==> src/rtl/icmp_ping_agent.sv <==
// icmp_ping_agent: probe generator and echo checker on the ICMP user side.
// Sends patterned probes, checks the echoes, and keeps result counters.
module icmp_ping_agent #(
   parameter logic [15:0] PAYLOAD_LEN = 16'd32,
   parameter logic [31:0] TIMEOUT_CYC = 32'd125_000_000,
   parameter logic [31:0] GAP_CYC     = 32'd1_000
) (
   input  logic        clk,
   input  logic        rst_n,
   input  logic        start,
   input  logic [15:0] probe_num,
   output logic        tx_start_en,
   output logic [15:0] tx_byte_num,
   output logic [7:0]  tx_data,
   input  logic        tx_req,
   input  logic        tx_done,
   input  logic        rec_en,
   input  logic [7:0]  rec_data,
   input  logic [15:0] rec_byte_num,
   input  logic        rec_pkt_done,
   output logic        busy,
   output logic        run_done,
   output logic [15:0] sent_cnt,
   output logic [15:0] ok_cnt,
   output logic [15:0] err_cnt,
   output logic [15:0] tmo_cnt,
   output logic [31:0] rtt_last
);

   typedef enum logic [2:0] {
      IDLE,
      SEND,
      WAIT_TX,
      WAIT_RX,
      GAP,
      DONE
   } state_t;

   state_t state;
   state_t state_nxt;

   logic [15:0] probe_lat;
   logic [15:0] tx_idx;
   logic [15:0] rx_cnt;
   logic [7:0]  k_r;
   logic        bad_r;
   logic        retry_r;
   logic [31:0] rtt_cnt;
   logic [31:0] cyc_cnt;

   logic        accept;
   logic        tx_fin;
   logic        rx_fin;
   logic        rx_ok;
   logic        tmo_hit;
   logic        gap_end;
   logic        timing;
   logic        rx_bad_now;
   logic        rx_bad_all;
   logic [15:0] rx_cnt_nxt;
   logic [7:0]  rx_exp;

   assign tx_byte_num = PAYLOAD_LEN;
   assign busy = (state == SEND) || (state == WAIT_TX) ||
                 (state == WAIT_RX) || (state == GAP);

   // A byte arriving with rec_pkt_done still counts toward the verdict.
   always_comb begin
      rx_exp     = k_r + rx_cnt[7:0];
      rx_bad_now = rec_en &&
                   ((rx_cnt >= PAYLOAD_LEN) || (rec_data != rx_exp));
      rx_bad_all = bad_r | rx_bad_now;
      rx_cnt_nxt = rx_cnt;
      if (rec_en && (rx_cnt < PAYLOAD_LEN))
         rx_cnt_nxt = rx_cnt + 16'd1;
      rx_ok   = !rx_bad_all &&
                (rx_cnt_nxt == PAYLOAD_LEN) &&
                (rec_byte_num == PAYLOAD_LEN);
      tmo_hit = (cyc_cnt + 32'd1) >= TIMEOUT_CYC;
      gap_end = (cyc_cnt + 32'd1) >= GAP_CYC;
      timing  = (state == WAIT_TX) || (state == WAIT_RX) ||
                (state == GAP);
      accept  = (state == IDLE) && start;
      tx_fin  = (state == WAIT_TX) && tx_done;
      rx_fin  = (state == WAIT_RX) && rec_pkt_done;
   end

   always_comb begin
      state_nxt = state;
      unique case (state)
         IDLE: begin
            if (start)
               state_nxt = (probe_num == 16'd0) ? DONE : SEND;
         end
         SEND: state_nxt = WAIT_TX;
         WAIT_TX: begin
            if (tx_done)
               state_nxt = WAIT_RX;
            else if (tmo_hit)
               state_nxt = GAP;
         end
         WAIT_RX: begin
            if (rec_pkt_done || tmo_hit)
               state_nxt = GAP;
         end
         GAP: begin
            if (gap_end) begin
               if (retry_r || (sent_cnt < probe_lat))
                  state_nxt = SEND;
               else
                  state_nxt = DONE;
            end
         end
         DONE: state_nxt = IDLE;
         default: state_nxt = IDLE;
      endcase
   end

   always_ff @(posedge clk) begin
      if (!rst_n)
         state <= IDLE;
      else
         state <= state_nxt;
   end

   // Shared per-state cycle counter: timeout in WAIT_*, spacing in GAP.
   always_ff @(posedge clk) begin
      if (!rst_n)
         cyc_cnt <= '0;
      else if (state_nxt != state)
         cyc_cnt <= '0;
      else if (timing)
         cyc_cnt <= cyc_cnt + 32'd1;
   end

   always_ff @(posedge clk) begin
      if (!rst_n) begin
         tx_start_en <= 1'b0;
         run_done    <= 1'b0;
      end else begin
         tx_start_en <= (state == SEND);
         run_done    <= (state == DONE);
      end
   end

   always_ff @(posedge clk) begin
      if (!rst_n) begin
         probe_lat <= '0;
         k_r       <= '0;
         retry_r   <= 1'b0;
      end else begin
         if (accept && (probe_num != 16'd0))
            probe_lat <= probe_num;
         if (state == SEND) begin
            k_r     <= sent_cnt[7:0];
            retry_r <= 1'b0;
         end else if ((state == WAIT_TX) && !tx_done && tmo_hit) begin
            retry_r <= 1'b1;
         end
      end
   end

   always_ff @(posedge clk) begin
      if (!rst_n) begin
         tx_idx  <= '0;
         tx_data <= '0;
      end else if (state == SEND) begin
         tx_idx <= '0;
      end else if ((state == WAIT_TX) && tx_req) begin
         tx_data <= k_r + tx_idx[7:0];
         if (tx_idx < (PAYLOAD_LEN - 16'd1))
            tx_idx <= tx_idx + 16'd1;
      end
   end

   always_ff @(posedge clk) begin
      if (!rst_n) begin
         rx_cnt <= '0;
         bad_r  <= 1'b0;
      end else if (state == SEND) begin
         rx_cnt <= '0;
         bad_r  <= 1'b0;
      end else if (state == WAIT_RX) begin
         rx_cnt <= rx_cnt_nxt;
         bad_r  <= rx_bad_all;
      end
   end

   always_ff @(posedge clk) begin
      if (!rst_n) begin
         rtt_cnt <= '0;
      end else if (state == SEND) begin
         rtt_cnt <= '0;
      end else if ((state == WAIT_TX) || (state == WAIT_RX)) begin
         if (rtt_cnt != 32'hFFFF_FFFF)
            rtt_cnt <= rtt_cnt + 32'd1;
      end
   end

   always_ff @(posedge clk) begin
      if (!rst_n) begin
         sent_cnt <= '0;
         ok_cnt   <= '0;
         err_cnt  <= '0;
         tmo_cnt  <= '0;
         rtt_last <= '0;
      end else if (accept && (probe_num != 16'd0)) begin
         sent_cnt <= '0;
         ok_cnt   <= '0;
         err_cnt  <= '0;
         tmo_cnt  <= '0;
         rtt_last <= '0;
      end else if (tx_fin) begin
         sent_cnt <= sent_cnt + 16'd1;
      end else if (rx_fin) begin
         if (rx_ok) begin
            ok_cnt   <= ok_cnt + 16'd1;
            rtt_last <= rtt_cnt;
         end else begin
            err_cnt <= err_cnt + 16'd1;
         end
      end else if (((state == WAIT_TX) || (state == WAIT_RX)) && tmo_hit) begin
         tmo_cnt <= tmo_cnt + 16'd1;
      end
   end

endmodule

==> config.mk <==
export PLATFORM = sky130hd
export DESIGN_NAME = icmp_ping_agent
export DESIGN_NICKNAME = d
export VERILOG_FILES = /design/src/rtl/icmp_ping_agent.sv
export SDC_FILE = /design/constraint.sdc
export NUM_CORES = 1
export LEC_CHECK = 0
export CAP_MARGIN = 5
export CORE_ASPECT_RATIO = 1.5
export CORE_MARGIN = 5
export CORE_UTILIZATION = 55
export DETAILED_ROUTE_END_ITERATION = 8
export HOLD_SLACK_MARGIN = 0.03
export PLACE_DENSITY_LB_ADDON = 0.08
export SYNTH_ARGS = -nofsm -noshare
export SYNTH_HDL_FRONTEND = slang
export SYNTH_SLANG_ARGS = --single-unit
==> constraint.sdc <==
create_clock -name clk -period 4.8 [get_ports clk]
set_input_delay 0.96 -clock clk [delete_from_list [all_inputs] [get_ports clk]]
set_output_delay 0.96 -clock clk [all_outputs]
set_load 0.05 [all_outputs]
# Word-level counts from Yosys, hierarchy flattened

Index checks and enable logic that the tools add are counted.
Widths: inputs -> output; s select.

Reductions and logical operators: 34
$lt $le $gt $ge: 6
Add/subtract/negate cells: 10
Multiply operators: 0
Div/mod/pow operators: 0
Shifts and indexed selects: 0
Multiplexer cells: 9
Eq/ne operators: 10
Bitwise operators: 6

Operators by type and width:

| operator              | number |
|---|---|
| $add 16x1->16 const B | 6 |
| $add 32x1->32 const B | 2 |
| $eq 16x6->1 const B   | 2 |
| $ge 32x10->1 const B  | 1 |
| $ge 32x27->1 const B  | 1 |
| $ne 32x32->1 const B  | 1 |
| $mux 3                | 7 |
| $add 8x8->8           | 2 |
| $ge 16x6->1 const B   | 1 |
| $logic_not 16->1      | 1 |
| $lt 16x16->1          | 1 |
| $lt 16x5->1 const B   | 1 |
| $lt 16x6->1 const B   | 1 |
| $mux 16               | 1 |
| $reduce_bool 16->1    | 1 |
| $pmux 3 s5            | 1 |
| $logic_and 1x1->1     | 12 |
| $reduce_and 3->1      | 3 |
| $logic_or 1x1->1      | 8 |
| $ne 8x8->1            | 1 |
| $eq 3x2->1 const B    | 2 |
| $eq 3x3->1 const B    | 2 |
| $reduce_and 2->1      | 3 |
| $reduce_or 2->1       | 3 |
| other kinds (6)       | 11 |

Bits in read-only memories: 0
Memories kept: 0
Output and inout port bits: 123
Word-level logic and storage cells: 92
Latch bits: 0
Flip-flop bits (word level): 231
RAM bits: 0

# Logic depth before layout (Yosys ltp)

Word-level depth: 10
Mapped depth: 14
Mapped depth without buffers: 12

# Worst setup path after synthesis

OpenSTA, ideal clock, no wires.

Path type: register to register
Start point: register rx_cnt[0]
End point: register ok_cnt[1]
Library setup time: 0.128 ns
Arrival time: 3.367 ns
Required time: 4.672 ns
Cell stages (with the launch flop): 14
Clock period less this slack: 3.495 ns
Path buffers: 2
Slack: 1.305 ns
Cells stage by stage: dfxtp_1 -> ha_1 -> inv_1 -> fa_1 -> xnor2_1 -> xnor2_1 -> nand3_1 -> or4_1 -> o41a_1 -> or3b_2 -> buf_2 -> buf_1 -> mux2i_1 -> nor2_1

Cells in the longest elaborated chain, start to end: 9
Elaborated cells on any way between the ends: 15

Ends and longest elaborated chain:

| what                           | RTL line | source |
|---|---|---|
| start: declaration             | 44       | `logic [15:0] rx_cnt;` |
| start signal: assignment       | 184      | `rx_cnt <= rx_cnt_nxt;` |
| $add 8x8->8                    | 69       | `rx_exp = k_r + rx_cnt[7:0];` |
| $ne 8x8->1                     | 71       | `((rx_cnt >= PAYLOAD_LEN) \|\| (rec_data != rx_exp));` |
| $logic_or 1x1->1               | 71       |  |
| $logic_and 1x1->1              | 70       | `rx_bad_now = rec_en &&` |
| $or 1x1->1                     | 72       | `rx_bad_all = bad_r \| rx_bad_now;` |
| $logic_not 1->1                | 76       | `rx_ok = !rx_bad_all &&` |
| $logic_and 1x1->1 (*)          | 76       |  |
| $logic_and 1x1->1 (*)          | 77       | `(rx_cnt_nxt == PAYLOAD_LEN) &&` |
| $reduce_and 3->1 (no line) (*) | -        |  |
| end signal: assignment         | 217      | `ok_cnt <= ok_cnt + 16'd1;` |
| end: declaration               | 24       | `output logic [15:0] ok_cnt,` |

Every way passes the cells marked *; elsewhere a longest branch is shown, timed or not.
A chain may end at the register's enable or synchronous reset.

# Worst setup path in the final report

Start point: register cyc_cnt[0]
End point: register cyc_cnt[0]

Cells in the longest elaborated chain, start to end: 7
Elaborated cells on any way between the ends: 11

Ends and longest elaborated chain:

| what                                       | RTL line    | source |
|---|---|---|
| start: declaration                         | 49          | `logic [31:0] cyc_cnt;` |
| start signal: assignment                   | 133         | `cyc_cnt <= cyc_cnt + 32'd1;` |
| $add 32x1->32 (*)                          | 79, 80, 133 |  |
| $ge 32x27->1                               | 79          | `tmo_hit = (cyc_cnt + 32'd1) >= TIMEOUT_CYC;` |
| $mux 3 or $logic_or 1x1->1 (tied branches) | 99, 103     |  |
| $mux 3 (on tied branches)                  | 97, 103     |  |
| $pmux 3 s5                                 | 90          | `unique case (state)` |
| $ne 3x3->1                                 | 130         | `else if (state_nxt != state)` |
| $reduce_or 2->1 (no line)                  | -           |  |

Marks and branches as above.

==> summary.txt <==
Critical path
  • R2R Path Start: cyc_cnt[0]
  • Crit Path Category: register to register
  • Crit. End Element: register
  • Setup slack, reg-to-reg: roughly 0.85 ns
  • R2R depth: 11
  • Crit path required time: roughly 5.2 ns
  • Arrival time worst endpoint: approximately 4.4 ns
  • Worst setup SP type: register
  • Critical-path maximum fanout: 17
  • Worst R2R End: cyc_cnt[0]

Clock network
  • # clock sinks: between 200 and 250
  • CTS root buffer: clkbuf_16
  • Skew-Pair Late Insertion Delay: roughly 0.52 ns
  • TritonCTS clock tree: built
  • Setup bufs post-CTS: 0
  • Hold buffer count at CTS: 0
  • PostCTS Resize Cnt: 0
  • Clock Tree Buf Depth: 3
  • CTS H-tree lvls: 1
  • CTS Buf Count: 23
  • Clk pin slew, worst setup/hold paths: ~0.060 ns

Synth
  • Cell area after synthesis: 12,100 sq um
  • Post-synthesis mux area share: around 4.6%
  • Adder-cell share of the synthesized area: 4.37%
  • Yosys warns: 0
  • Main synth FF type: dfxtp_1
  • Post-Syn Instances: approximately 1,400
  • XOR/XNOR Fraction of Synth Area: about a tenth
  • Largest family of logic cells by synthesized area: simple AND/OR/NAND/NOR gates
  • Seq cells post-synth: about 230
  • Synth Area in Simple Gates: 28.0%
  • Syn Area/Cell: 8.64 sq um
  • Complex-gate fraction of the synthesized area: under 10%
  • Post-synth cell types: 72
  • Post-synth ARST share: 0%
  • Number of synthesized flops with an enable pin: 0
  • Post-synthesis sequential area ratio: a little under two fifths

Timing
  • Setup violators final: 0
  • Hold WS: approximately 0.48 ns
  • Final hold vios: 0
  • Total negative setup slack: 0 ns
  • Worst-Margin Slew: roughly 1.2 ns
  • Slew Viols, Final: 0
  • Worst rel slew slack: 22.2%
  • Clk_skew: about 0.016 ns
  • Tcrit/Tclk final: slightly above 80%
  • Fin crit period: 3.95 ns
  • RSZ-0062 raised after global routing: false
  • F_max: between 0.2 and 0.3 GHz

GRT
  • Number of global-route vias before repair: about 10,000
  • First-pass GRT wire length: about 48 mm
  • Final global-route overflow total: 0
  • Largest net degree at the start of global routing: between 50 and 60
  • Gr usage total: approximately 23%
  • Initial antenna violation count: 0

Cells and area
  • ANT cells: 0
  • Fin area: between 10,000 and 15,000 sq um
  • Syn-to-layout area delta: 20.0%
  • Share of layout cells above drive strength 1: under 10%
  • Fin nets: 1,601
  • Fillcell total: 1,811

Routing
  • WL/cell: about 16 microns
  • Antenna Nets Post-Route: 0
  • TritonRoute pass-1 iters: 5
  • DRC viols: 0
  • WL final: roughly 30 mm
  • Detailed Route Iter0 Violations: about 440
  • Vias per cell: between 5 and 6
  • Vias after detailed routing: slightly above 10,000

Floorplanning
  • IO Count: 170
  • Site Rows: between 60 and 70
  • Die X: between 100 and 150 microns
  • Die Y: 192 microns
  • Full die area: between 20,000 and 30,000 sq um
  • Starting Density: between 50% and 60%
  • Core box area: about 22,000 sq um

Hold path
  • HP Start: tx_idx[10]
  • WHS Path Cells: 1
  • Hold EP: tx_idx[10]
  • Min-Delay Path Class: register to register

Run
  • Max Cap Viol: 0

Placed design
  • HPWL Detailed: around 22 mm
  • RePlAce Congestion: ~0.89
  • Dpl cell area: roughly 14,000 sq um
  • # port buffers: roughly 150

Power and ir drop
  • Lkg Pwr: between 5 and 6 nW
  • P_int: between 3 and 4 mW
  • Power Density: approximately 290 nW/um^2
  • Sequential fraction of design power: about 47%
  • Sw power: between 0.9 and 1 mW
  • Share of total power in the clock network: between 40% and 50%
  • Fraction of power consumed by combinational cells: just over 7%
  • Switching Share: between 20% and 30%
  • Max VDD drop: roughly 0.26 mV

Run status
  • Status: complete, no violations
-- per-stage QoR --
stage          util (%)  total power, mW  std cells  setup WS, ns
2_1_floorplan         -             2.20       1413          1.31
3_3_place_gp       63.2             2.29       1760         0.633
3_5_place_dp       63.2             2.29       1760         0.580
4_1_cts            67.0             4.24       1802         0.833
5_1_grt            67.0             4.35       1802         0.462
6_report           67.0             4.20       1802         0.853
-- cell families (layout without fill, tap and decap cells) --
group	count (synthesis)	after routing
other	2	16
flip-flops	231	231
buffers and inverters	134	251
adder cells (fa/ha/maj)	41	41
AND/OR/NAND/NOR	631	631
XOR/XNOR	139	139
multiplexers	56	56
AO/OA/AOI/OAI	165	165
-- critical path, cell delays in order, from the launching register on --
cell,delay [ns]
dfxtp_1,0.49
ha_1,0.30
nand3_1,0.14
or4_1,0.66
or4_1,0.59
xnor2_1,0.20
o41a_1,0.21
nand3_1,0.15
o311ai_2,0.36
o211ai_4,0.33
buf_12,0.27
nor3_1,0.16
-- area by class of cell --
class,instances,area [sq um],area share [%]
sequential,231,4620,31.9
clock buffer,30,652,4.49
multi-input combinational,1048,6900,47.5
inverter,42,158,1.09
timing repair buffer,167,1660,11.5
tap,272,340,2.35
clock inverter,12,174,1.20
-- layout by cell type, fill, tap and decap left out, types with 22 or more instances in the layout --
cell	instances
ha_1	39
nor2b_1	22
xor2_1	63
o21ai_0	29
xnor2_1	76
nor4_1	34
clkbuf_16	23
nor2_1	164
a21oi_1	48
and3_1	41
clkdlybuf4s50_1	153
dfxtp_1	231
and2_1	22
nand2_1	110
nor3_2	32
nand4_1	39
inv_1	42
mux2i_1	56
nor3_1	26
nand3_1	63
-- sequential cells by signal, indices dropped and copies added (netlist names) --
signal       cells
retry_r          1
ok_cnt          16
rtt_cnt         32
k_r              8
probe_lat       16
run_done         1
sent_cnt        16
rtt_last        32
tx_data          8
rx_cnt          16
tmo_cnt         16
tx_idx          16
tx_start_en      1
cyc_cnt         32
state            3
err_cnt         16
bad_r            1
-- synth_stat cells (all sizes together), types with 4 or more instances --
library cell  number  area [sq um]
o211ai             5          42.5
and2              22           138
clkbuf            45           169
a21o               6          45.0
dfxtp            231          4620
ha                39           488
nor3b              4          30.0
nand2b             6          37.5
o21a               5          37.5
o21bai             4          41.3
or4               19           143
xnor2             76           666
a21boi            11          82.6
or2                6          37.5
o31ai             17           128
xor2              63           552
and3              41           257
buf               47           305
a31oi              8          65.1
a21oi             48           240
mux2i             56           561
nor2             164           616
nor2b             22           138
nand2            111           417
or3               13          81.3
inv               42           158
nand4             39           244
and4              18           158
nor3              58           450
o21ai             33           169
nand3             63           315
a311oi             4          41.3
nor4              35           225
-- worst max-delay path by stage --
stage / start / end / cells past startpoint
floorplan: rx_cnt[0] / ok_cnt[1] / 13
global route: cyc_cnt[0] / cyc_cnt[0] / 12
finish: cyc_cnt[0] / cyc_cnt[0] / 11
global placement: rec_data[2] / rtt_last[17] / 10
CTS: cyc_cnt[0] / cyc_cnt[0] / 11
detailed placement: rec_data[6] / err_cnt[12] / 10
-- metal layers --
layer | wire (microns) | global-route usage [%] | vias up | share of wire, %
met5 | 0 | 0 | - | 0
met4 | 986 | 8.83 | 0 | 3.3
met3 | 1390 | 3.80 | 68 | 4.7
met2 | 15600 | 42.5 | 214 | 53
met1 | 11600 | 26.3 | 4808 | 39
li1 | - | - | 5103 | -
-- power by group through the flow --
stage	Clock (mW)	Combinational, mW	Sequential, mW
floorplan	0	0.215	1.99
global placement	0	0.297	1.99
detailed placement	0	0.301	1.99
CTS	1.99	0.303	1.95
global route	2.07	0.328	1.95
finish	1.95	0.302	1.95
(Power assumes the default switching activity.)
